### src/rtl/mips32_program_loader.sv
// Framed byte-stream loader: SYNC, 16-bit addr, 16-bit count, big-endian words, XOR check.
// Each assembled word is a one-cycle write; in_ready drops only in that write cycle.
module mips32_program_loader #(
  parameter int          ADDR_W    = 9,
  parameter int          MEM_DEPTH = 501,
  parameter logic [7:0]  SYNC      = 8'hA5
) (
  input  logic              clk1,
  input  logic              rst_n,
  input  logic              in_valid,
  input  logic [7:0]        in_data,
  output logic              in_ready,
  output logic              mem_we,
  output logic [ADDR_W-1:0] mem_addr,
  output logic [31:0]       mem_wdata,
  output logic              cpu_hold,
  output logic              done,
  output logic              err,
  output logic [15:0]       words_loaded
);

  localparam logic [2:0] S_IDLE = 3'd0;
  localparam logic [2:0] S_A_HI = 3'd1;
  localparam logic [2:0] S_A_LO = 3'd2;
  localparam logic [2:0] S_C_HI = 3'd3;
  localparam logic [2:0] S_C_LO = 3'd4;
  localparam logic [2:0] S_DATA = 3'd5;
  localparam logic [2:0] S_CHK  = 3'd6;

  localparam logic [16:0] DEPTH17 = 17'(MEM_DEPTH);

  logic [2:0]  state;
  logic [15:0] addr;
  logic [15:0] cnt;
  logic [7:0]  acc;
  logic [31:0] shreg;
  logic [1:0]  bcnt;
  logic        accept;
  logic [15:0] cnt_full;
  logic [16:0] range_sum;

  // The only cycle the loader stalls is the write cycle itself.
  assign in_ready  = ~mem_we;
  assign accept    = in_valid & in_ready;
  assign cpu_hold  = ~done;
  assign cnt_full  = {cnt[15:8], in_data};
  assign range_sum = {1'b0, addr} + {1'b0, cnt_full};

  always_ff @(posedge clk1) begin
    if (!rst_n) begin
      state        <= S_IDLE;
      addr         <= '0;
      cnt          <= '0;
      acc          <= '0;
      shreg        <= '0;
      bcnt         <= '0;
      mem_we       <= 1'b0;
      mem_addr     <= '0;
      mem_wdata    <= '0;
      done         <= 1'b0;
      err          <= 1'b0;
      words_loaded <= '0;
    end else begin
      mem_we <= 1'b0;
      if (accept) begin
        case (state)
          S_IDLE: begin
            if (in_data == SYNC) begin
              done         <= 1'b0;
              err          <= 1'b0;
              words_loaded <= '0;
              acc          <= '0;
              bcnt         <= '0;
              state        <= S_A_HI;
            end
          end
          S_A_HI: begin
            addr[15:8] <= in_data;
            acc        <= acc ^ in_data;
            state      <= S_A_LO;
          end
          S_A_LO: begin
            addr[7:0] <= in_data;
            acc       <= acc ^ in_data;
            state     <= S_C_HI;
          end
          S_C_HI: begin
            cnt[15:8] <= in_data;
            acc       <= acc ^ in_data;
            state     <= S_C_LO;
          end
          S_C_LO: begin
            cnt[7:0] <= in_data;
            acc      <= acc ^ in_data;
            if (range_sum > DEPTH17) begin
              err   <= 1'b1;
              state <= S_IDLE;
            end else if (cnt_full == 16'd0) begin
              state <= S_CHK;
            end else begin
              state <= S_DATA;
            end
          end
          S_DATA: begin
            shreg <= {shreg[23:0], in_data};
            acc   <= acc ^ in_data;
            bcnt  <= bcnt + 2'd1;
            if (bcnt == 2'd3) begin
              mem_we       <= 1'b1;
              mem_addr     <= addr[ADDR_W-1:0] + words_loaded[ADDR_W-1:0];
              mem_wdata    <= {shreg[23:0], in_data};
              words_loaded <= words_loaded + 16'd1;
              if (words_loaded + 16'd1 == cnt) state <= S_CHK;
            end
          end
          S_CHK: begin
            if (in_data == acc) done <= 1'b1;
            else                err  <= 1'b1;
            state <= S_IDLE;
          end
          default: state <= S_IDLE;
        endcase
      end
    end
  end

endmodule

### config.mk
export PLATFORM = sky130hd
export DESIGN_NAME = mips32_program_loader
export DESIGN_NICKNAME = d
export VERILOG_FILES = /design/src/rtl/mips32_program_loader.sv
export SDC_FILE = /design/constraint.sdc
export NUM_CORES = 1
export LEC_CHECK = 0
export BUFFER_PORTS_ARGS = -buffer_cell sky130_fd_sc_hd__clkbuf_2
export CAP_MARGIN = 20
export CORE_ASPECT_RATIO = 1.4
export CORE_MARGIN = 3
export CORE_UTILIZATION = 50
export DETAILED_ROUTE_END_ITERATION = 10
export PLACE_DENSITY = 0.82
export SLEW_MARGIN = 40
export SYNTH_ARGS = -nofsm -noshare
export SYNTH_HDL_FRONTEND = slang
export SYNTH_SLANG_ARGS = --single-unit
### constraint.sdc
create_clock -name clk1 -period 3.5 [get_ports clk1]
set_input_delay 0 -clock clk1 [delete_from_list [all_inputs] [get_ports clk1]]
set_output_delay 0 -clock clk1 [all_outputs]
set_load 0.005 [all_outputs]
==> results.toml, run 1 <==
[status]
status = "complete, no violations"

[place]
io_buffer_count = 72
dpl.hpwl_mm = 13.16
gp_congestion = 0.9738

[clock_network]
cts.clk_slew.worst_paths_ns = 0.06
clkLatencyLatePin_ns = 0.42
cts_buffers = 17
postCtsSetupRepairBufs = 0
cts_tree = "done"
clock_path_buffers = 2
h-tree-depth = 4
cts.sinks = 129
cts_root_buf = "clkbuf_16"

[timing]
finalCritPeriodShare_pct = 90.34
final_max_slew_viol_count = 0
slew_headroom_pct = 49.18
setup_violations = 0
tightest_slew_ns = 0.7554
skew_ns = 0.01143
fin_crit_ns = 3.162
rsz0062_at_grt = "false"
setup-tns-final_ns = 0
hold_viol = 0
fmax_mhz = 316.3

[synthesis]
synthCells = 882
synth_top_family_by_area = "simple AND/OR/NAND/NOR gates"
synth-simple-area-share_pct = 24.68
synth_mux_area_share_pct = 4.632
synth_compound_area_share_pct = 18.36
synth-xor-area-share_pct = 5.193
syn_avg_cell_area_um2 = 7.841
yosysSeqAreaShare_pct = 37.34
synth_area_um2 = 6915
synth_seq_cells = 129
synthAdderAreaFrac_pct = 5.283
syn_nets = 921
ys_warn_count = 0
synth_cell_types = 70
synth-edff-count = 0
ys_async_sr_fraction_pct = 0
synth_top_flop_cell = "dfxtp_1"

[floorplan]
fp.dieW_um = 105.4
io_pins = 73
coreArea_um2 = 13450
start_util_pct = 51.41
rows = 50
die_h_um = 145.2
die_area_um2 = 15300

[global_routing]
grt_max_degree = 70
grt_overflow = 0
grt_util_all_layers_pct = 24.53
grt_pass1_vias = 6304
antenna_found_initial = 0
grt_pass1_wl_mm = 30.70

[worst_setup_path]
critPathTopFamily = "compound AO/OA/AOI/OAI gates"
critPathKind = "flop to flop"
endpoint_kind = "flop"
crit_path_max_incr_delay_ns = 0.54
crit_chain = "ha_1 > inv_1 > fa_1 > nand2b_1 > a211oi_2 > o21ai_1 > a311oi_1 > o21ai_1 > or4_1 > o2111ai_1 > o31ai_1"
cp-start-kind = "flop"
worstPathArrival_ns = 3.45
required_ns = 3.79
path_max_fanout = 5
critical_path_buf_inv_count = 1
slowest_stage = "or4_1"
crit_top_cell = "o21ai_1"
regToRegSetupSlack_ns = 0.34

[power_and_ir_drop]
p_leak_uw = 0.003239
powerDensity_nw_per_um2 = 516.3
ir_worst_vdd_mv = 0.2655

[routing]
vias = 6661
dr.pass1.iters = 6
wl_mm = 19.01
drt-wirelength-per-cell_um = 16.79
ant_nets = 0
drc = 0
drt_iter0_drc = 504
viasPerCell = 5.884

[min_path]
hold_path.class = "input port to flop"

[run]
maxCapViolCount = 0

[cells_and_area]
final_core_util_pct = 59.79
drive_above_1_share_pct = 14.53
syn2layout_area_growth_pct = 16.28
diodes = 0
final_net_count = 977
num-fill-cells = 1198
worst min-delay path, delay by kind of cell:
| kind | cells | cell delay [ns] |
|---|---|---|
| buffers and inverters | 2 | 0.29 |
| AO/OA/AOI/OAI | 1 | 0.05 |
| AND/OR/NAND/NOR | 1 | 0.07 |
registers in the layout, indices dropped and copies added, names as in the netlist:
register	count
mem_wdata	32
acc	8
mem_we	1
err	1
addr	16
words_loaded	16
mem_addr	9
done	1
shreg	24
cnt	16
state	3
bcnt	2
cell families after synthesis:
kind of cell | after synthesis
simple gates | 360
compound gates | 216
flops | 129
buf+inv | 76
xor+xnor | 41
mux | 32
fa+ha+maj | 28
area by class of cell:
class	count	area [µm²]	area share, %
Inverter	19	72.57	0.9024
Clock buffer	18	439.2	5.461
Timing Repair Buffer	94	543.0	6.753
Multi-Input combinational cell	677	4026	50.07
Tap cell	182	227.7	2.832
Clock inverter	13	150.1	1.867
Sequential cell	129	2582	32.11
worst paths after layout:
path / start / end / cells past startpoint
max: addr[0] / err / 11
min: in_data[0] / shreg[0] / 4
max reg2reg: addr[0] / err / 11
min reg2reg: mem_wdata[24] / mem_wdata[24] / 2
power breakdown:
group / leakage, µW / total (µW) / switching, µW / internal [µW]
clock network: 0.000290 / 1770 / 688 / 1080
logic: 0.00191 / 775 / 494 / 281
registers: 0.00104 / 1610 / 83.0 / 1530
total: 0.00324 / 4150 / 1260 / 2890
through the flow:
step                      hold WS [ns]  instance area (µm²)  worst slack [ns]  total power, µW  instances
after detailed placement        0.3872                 7432            0.4113             2389       1099
after global placement          0.3863                 7432            0.5070             2377       1099
after CTS                      0.02433                 8041            0.3851             4146       1132
after global routing           0.04288                 8041            0.1872             4327       1132
after floorplan                 0.2924                 6915            0.7302             2188        882
final                          0.03629                 8041            0.3380             4152       1132
timing repair:
| item | in CTS | in global routing |
|---|---|---|
| gates resized for setup | 0 | 0 |
| hold buffers | 2 | 0 |
| hold endpoints to repair | 8 | 0 |
cell usage after synthesis (all sizes together) (8+ instances only):
library cell	number	share of area (%)
a211oi	10	1.2
a21o	8	0.87
a21oi	114	8.3
buf	16	1.2
clkbuf	41	2.2
dfxtp	129	37
ha	26	4.7
inv	19	1.0
mux2i	32	4.6
nand2	158	8.6
nand3	12	0.87
nand3b	8	0.87
nand4	12	1.3
nor2	82	4.5
nor3	22	1.7
nor4	11	1.2
o21ai	40	2.9
xnor2	20	2.5
xor2	21	2.7
per-layer routing:
| layer | wire, µm | up-vias | global-route usage [%] |
|---|---|---|---|
| met5 | 0 | - | 0 |
| li1 | - | 3218 | - |
| met4 | 899 | 0 | 13.20 |
| met1 | 7392 | 3094 | 27.52 |
| met2 | 9469 | 277 | 42.62 |
| met3 | 1249 | 72 | 5.429 |
layout by cell type (no fill, tap or decap), types with 8 or more instances in the layout:
master     netlist  routed
nand3b_1         8       8
nand2_1        158     157
a21oi_1        113     113
o21ai_0         36      36
dfxtp_1        129     129
nand3_1         12      12
inv_1           17      17
xnor2_1         20      20
ha_1            26      26
a21o_1           8       8
nor4_1           9       9
mux2i_1         32      32
xor2_1          21      21
a211oi_1         9       9
clkbuf_2         0      72
nor2_1          82      81
buf_4            2      19
nor3_1          21      21
nand4_1         11      11
clkbuf_16        0      17
(Power assumes the default switching activity.)
==> run 2, diff against run 1 <==
--- a/config.mk
+++ b/config.mk
@@ -7,10 +7,10 @@
 export LEC_CHECK = 0
 export BUFFER_PORTS_ARGS = -buffer_cell sky130_fd_sc_hd__clkbuf_2
 export CAP_MARGIN = 20
-export CORE_ASPECT_RATIO = 1.4
-export CORE_MARGIN = 3
+export CORE_ASPECT_RATIO = 2
 export CORE_UTILIZATION = 50
 export DETAILED_ROUTE_END_ITERATION = 10
+export MAX_ROUTING_LAYER = met4
 export PLACE_DENSITY = 0.82
 export SLEW_MARGIN = 40
 export SYNTH_ARGS = -nofsm -noshare
==> run 2 against run 1 <==
Effect of this change:
- via count increased by 0.92%
- core utilization about the same
- clock skew increased by 0.0032 ns
- die area down 6.3%
- clock power barely moved
- first-iteration DRC count is 8.7% lower
- total power about the same
- hold slack improved by 0.0024 ns
- largest cell class unchanged
- largest power group unchanged
==> results.toml, run 2 (synthesized netlist as in run 1, its figures left out) <==
[floorplan]
die_h_um = 168.3
io_pins = 73
fp.dieW_um = 85.16
coreArea_um2 = 13440
rows = 60
die_area_um2 = 14330
start_util_pct = 51.46

[cells_and_area]
reg_top3 = "mem_wdata x32, shreg x24"
stdcell_area_um2 = 8030
diodes = 0
top_register = "mem_wdata"
final_cell_mix = "nand2_1, dfxtp_1, a21oi_1"
drive_above_1_share_pct = 15.01
layout_commonest_cell = "nand2_1"
multi_input_area_um2 = 4034
seq_area_um2 = 2582
final_net_count = 979
largest_reg_flops = 32
num-fill-cells = 1138
syn2layout_area_growth_pct = 16.12
stdcell_count = 1108

[clock_network]
h-tree-depth = 4
cts.sinks = 129
clock_path_buffers = 2
postCtsSetupRepairBufs = 0
cts_buffers = 17
cts.clk_slew.worst_paths_ns = 0.07
clkLatencyLatePin_ns = 0.43
cts_tree = "done"
cts_root_buf = "clkbuf_16"

[worst_setup_path]
endpoint_kind = "flop"
regToRegSetupSlack_ns = 0.39
crit_end = "err"
crit_start = "addr[0]"
worstRegToRegCells = 11
rr_startpoint = "addr[0]"
cp-start-kind = "flop"
required_ns = 3.79
r2r_end = "err"
worstPathArrival_ns = 3.40
critPathKind = "flop to flop"
path_max_fanout = 5

[place]
dpl.hpwl_mm = 14.46
gp_congestion = 0.9299
dp.cells = 1074
io_buffer_count = 72
place_area_um2 = 7427

[routing]
drt_iter0_drc = 460
ant_nets = 0
vias = 6722
drt-wirelength-per-cell_um = 18.55
wl_mm = 20.56
viasPerCell = 6.067
drc = 0
dr.pass1.iters = 5

[timing]
setup_violations = 0
hold_viol = 0
slew_headroom_pct = 49.51
rsz0062_at_grt = "false"
finalCritPeriodShare_pct = 88.86
fmax_mhz = 321.5
tightest_slew_ns = 0.7504
fin_crit_ns = 3.110
final_max_slew_viol_count = 0
skew_ns = 0.01468
setup-tns-final_ns = 0
finalHoldWorstSlack_ns = 0.03865

[status]
status = "complete, no violations"

[power_and_ir_drop]
ir_worst_vdd_mv = 0.3711
powerDensity_nw_per_um2 = 516.8
p_leak_uw = 0.003240

[global_routing]
grt_max_degree = 58
grt_pass1_wl_mm = 32.40
grt_overflow = 0
antenna_found_initial = 0
grt_pass1_vias = 6545
grt_util_all_layers_pct = 30.26

[min_path]
hold_path.class = "input port to flop"

[run]
maxCapViolCount = 0
## run 2: critical path, stage by stage (launching register included)
cell and delay (ns):
dfxtp_1 0.36, ha_1 0.20, inv_1 0.07, fa_1 0.39
nand2b_1 0.19, a211oi_2 0.34, o21ai_1 0.22, a311oi_1 0.28
o21ai_1 0.10, or4_1 0.54, o2111ai_1 0.20, o31ai_1 0.09
## run 2: metrics by stage
stage	util (%)	setup WS (ns)	total power [µW]
CTS	59.71	0.3844	4128
floorplan	-	0.7302	2188
global route	59.76	0.1335	4311
finish	59.76	0.3897	4150
global placement	55.27	0.4336	2397
detailed placement	55.27	0.4262	2414
## run 2: timing repair
action / 4_1_cts / 5_1_grt
hold buffers: 2 / 0
endpoints found under the hold margin: 5 / 0
gates resized for setup: 0 / 0
## run 2: worst min-delay path by stage
stage / from / end / slack, ns / cells after the start
floorplan: words_loaded[10] / words_loaded[10] / 0.29 / 0
global placement: mem_wdata[19] / mem_wdata[19] / 0.39 / 1
detailed placement: mem_wdata[19] / mem_wdata[19] / 0.39 / 1
CTS: in_data[0] / mem_wdata[0] / 0.03 / 4
global route: in_data[2] / mem_wdata[2] / 0.04 / 4
finish: in_data[3] / mem_wdata[3] / 0.04 / 4
## run 2: final cells by class
cell class | instances | area share, %
Multi-Input combinational cell | 677 | 50.23
Sequential cell | 129 | 32.16
Timing Repair Buffer | 96 | 7.105
Clock buffer | 19 | 5.640
Tap cell | 155 | 2.415
Clock inverter | 13 | 1.543
Inverter | 19 | 0.9037
## run 2: power by group
group | internal (µW) | switching [µW]
clock network | 1020 | 711
logic | 292 | 518
registers | 1530 | 74.9
total | 2850 | 1300
## run 2: layer usage
| metal | GRT usage (%) | share of wire [%] | up-vias |
|---|---|---|---|
| li1 | - | - | 3199 |
| met1 | 28.18 | 35 | 3168 |
| met2 | 52.28 | 53 | 246 |
| met3 | 5.588 | 4.1 | 109 |
| met4 | 26.09 | 8.4 | 0 |
| met5 | - | 0 | - |
==> run 3, diff against run 2 <==
--- a/config.mk
+++ b/config.mk
@@ -10,7 +10,6 @@
 export CORE_ASPECT_RATIO = 2
 export CORE_UTILIZATION = 50
 export DETAILED_ROUTE_END_ITERATION = 10
-export MAX_ROUTING_LAYER = met4
 export PLACE_DENSITY = 0.82
 export SLEW_MARGIN = 40
 export SYNTH_ARGS = -nofsm -noshare
==> constraint.sdc (replaced) <==
create_clock -name clk1 -period 3.5 [get_ports clk1]
set_input_delay 0.175 -clock clk1 [delete_from_list [all_inputs] [get_ports clk1]]
set_output_delay 0.175 -clock clk1 [all_outputs]
set_load 0.005 [all_outputs]
==> run 3 against run 2 <==
Effect of this change:
- cell count is 0.54% lower
- cell area fell by 0.44%
- combinational power is 3.1% lower
- clock power grew 3%
- core utilization shrank 0.26 points
- via count is essentially flat
- register-to-register slack gained 0.097 ns
- sequential power about the same
- sequential share of layout area grew 0.14 points
- hold slack better by 0.11 ns
- worst setup slack improved by 0.097 ns
- non-clock buffer count decreased by 6
==> results.toml, run 3 (synthesized netlist as in run 1, its figures left out) <==
[status]
status = "complete, no violations"

[cells_and_area]
stdcell_count = 1102
largest_reg_flops = 32
top_register = "mem_wdata"
reg_top3 = "mem_wdata x32, shreg x24"
syn2layout_area_growth_pct = 15.61
diodes = 0
final_cell_mix = "nand2_1, dfxtp_1, a21oi_1"
drive_above_1_share_pct = 14.57
final_net_count = 973
layout_commonest_cell = "nand2_1"
seq_area_um2 = 2582
multi_input_area_um2 = 4028
num-fill-cells = 1194

[timing]
fin_crit_ns = 3.013
finalCritPeriodShare_pct = 86.09
rsz0062_at_grt = "false"
hold_viol = 0
tightest_slew_ns = 0.7418
setup-tns-final_ns = 0
skew_ns = 0.009007
timing.final.ws_setup_ns = 0.4870
setup_violations = 0
slew_headroom_pct = 50.09
final_max_slew_viol_count = 0
fmax_mhz = 331.9

[worst_setup_path]
worstRegToRegCells = 11
path_max_fanout = 5
critPathKind = "flop to flop"
cp-start-kind = "flop"
endpoint_kind = "flop"
required_ns = 3.78
worstPathArrival_ns = 3.29

[routing]
viasPerCell = 6.103
dr.pass1.iters = 6
ant_nets = 0
drt-wirelength-per-cell_um = 17.84
drt_iter0_drc = 388
wl_mm = 19.66
vias = 6726
drc = 0

[clock_network]
cts_root_buf = "clkbuf_16"
cts.clk_slew.worst_paths_ns = 0.06
h-tree-depth = 4
cts.sinks = 129
clkLatencyLatePin_ns = 0.42
holdBufCountCts = 0
cts_tree = "done"
cts_buffers = 17
postCtsSetupRepairBufs = 0
clock_path_buffers = 2
ctsResizeCount = 0

[floorplan]
rows = 60
coreArea_um2 = 13440
start_util_pct = 51.46
io_pins = 73
die_h_um = 168.3
fp.dieW_um = 85.16
die_area_um2 = 14330

[place]
dpl_worst_slack_ns = 0.5006
dp.cells = 1070
dpl.hpwl_mm = 14.07
io_buffer_count = 72
gp_congestion = 0.9294

[power_and_ir_drop]
p_leak_uw = 0.003212
powerDensity_nw_per_um2 = 524.3
ir_worst_vdd_mv = 0.2926

[global_routing]
grt_util_all_layers_pct = 28.21
grt_max_degree = 81
grt_overflow = 0
grt_pass1_vias = 6642
antenna_found_initial = 0
grt_pass1_wl_mm = 31.62

[min_path]
holdPathStages = 2
hold_path.class = "input port to flop"

[run]
maxCapViolCount = 0
-- run 3: changes by cell type in the layout (fill, tap and decap cells not counted), sizes merged --
cell / before / now
bufinv: 1 / 2
dlygate4sd3: 2 / 0
inv: 24 / 25
clkinv: 4 / 2
clkbuf: 91 / 89
clkinvlp: 3 / 5
buf: 22 / 18
-- run 3: area by class of cell --
class                      instances  share of cell area [%]
clock buffer                      17                   5.321
clock inverter                    15                   2.160
inverter                          19                  0.9077
multi-input combinational        677                   50.38
sequential                       129                   32.30
tap                              155                   2.426
timing repair buffer              90                   6.510
-- run 3: metrics by stage --
stage	util (%)	power [µW]	hold slack (ns)	instance area (µm²)
6_report	59.50	4192	0.1512	7995
5_1_grt	59.50	4345	0.1583	7995
4_1_cts	59.50	4174	0.1335	7995
3_5_place_dp	55.05	2395	0.4446	7397
3_3_place_gp	55.05	2381	0.4378	7397
2_1_floorplan	-	2188	0.4321	6915
-- run 3: path summary, 6_finish.rpt --
| check | startpoint | to | slack (ns) |
|---|---|---|---|
| min | rst_n | words_loaded[8] | 0.15 |
| min reg2reg | mem_wdata[24] | mem_wdata[24] | 0.45 |
| max reg2reg | addr[0] | err | 0.49 |
| max | addr[0] | err | 0.49 |
-- run 3: per-layer routing --
metal,track usage [%],up-vias,part of all wire (%)
li1,-,3208,-
met1,27.18,3107,35
met2,50.42,298,51
met5,0,-,0
met4,24.61,0,8.5
met3,5.000,113,5.2
-- run 3: power by group --
group	internal [µW]	total (µW)	switching (µW)	leakage, µW
logic	278	786	508	0.00190
clock network	1070	1800	727	0.000277
registers	1530	1610	82.1	0.00104
-- run 3: worst max-delay path, stage by stage, from the launching register on --
cell and delay (ns):
dfxtp_1 0.35, ha_1 0.20, inv_1 0.06, fa_1 0.39, nand2b_1 0.19, a211oi_2 0.31, o21ai_1 0.19, a311oi_1 0.28
o21ai_1 0.09, or4_1 0.53, o2111ai_1 0.19, o31ai_1 0.09
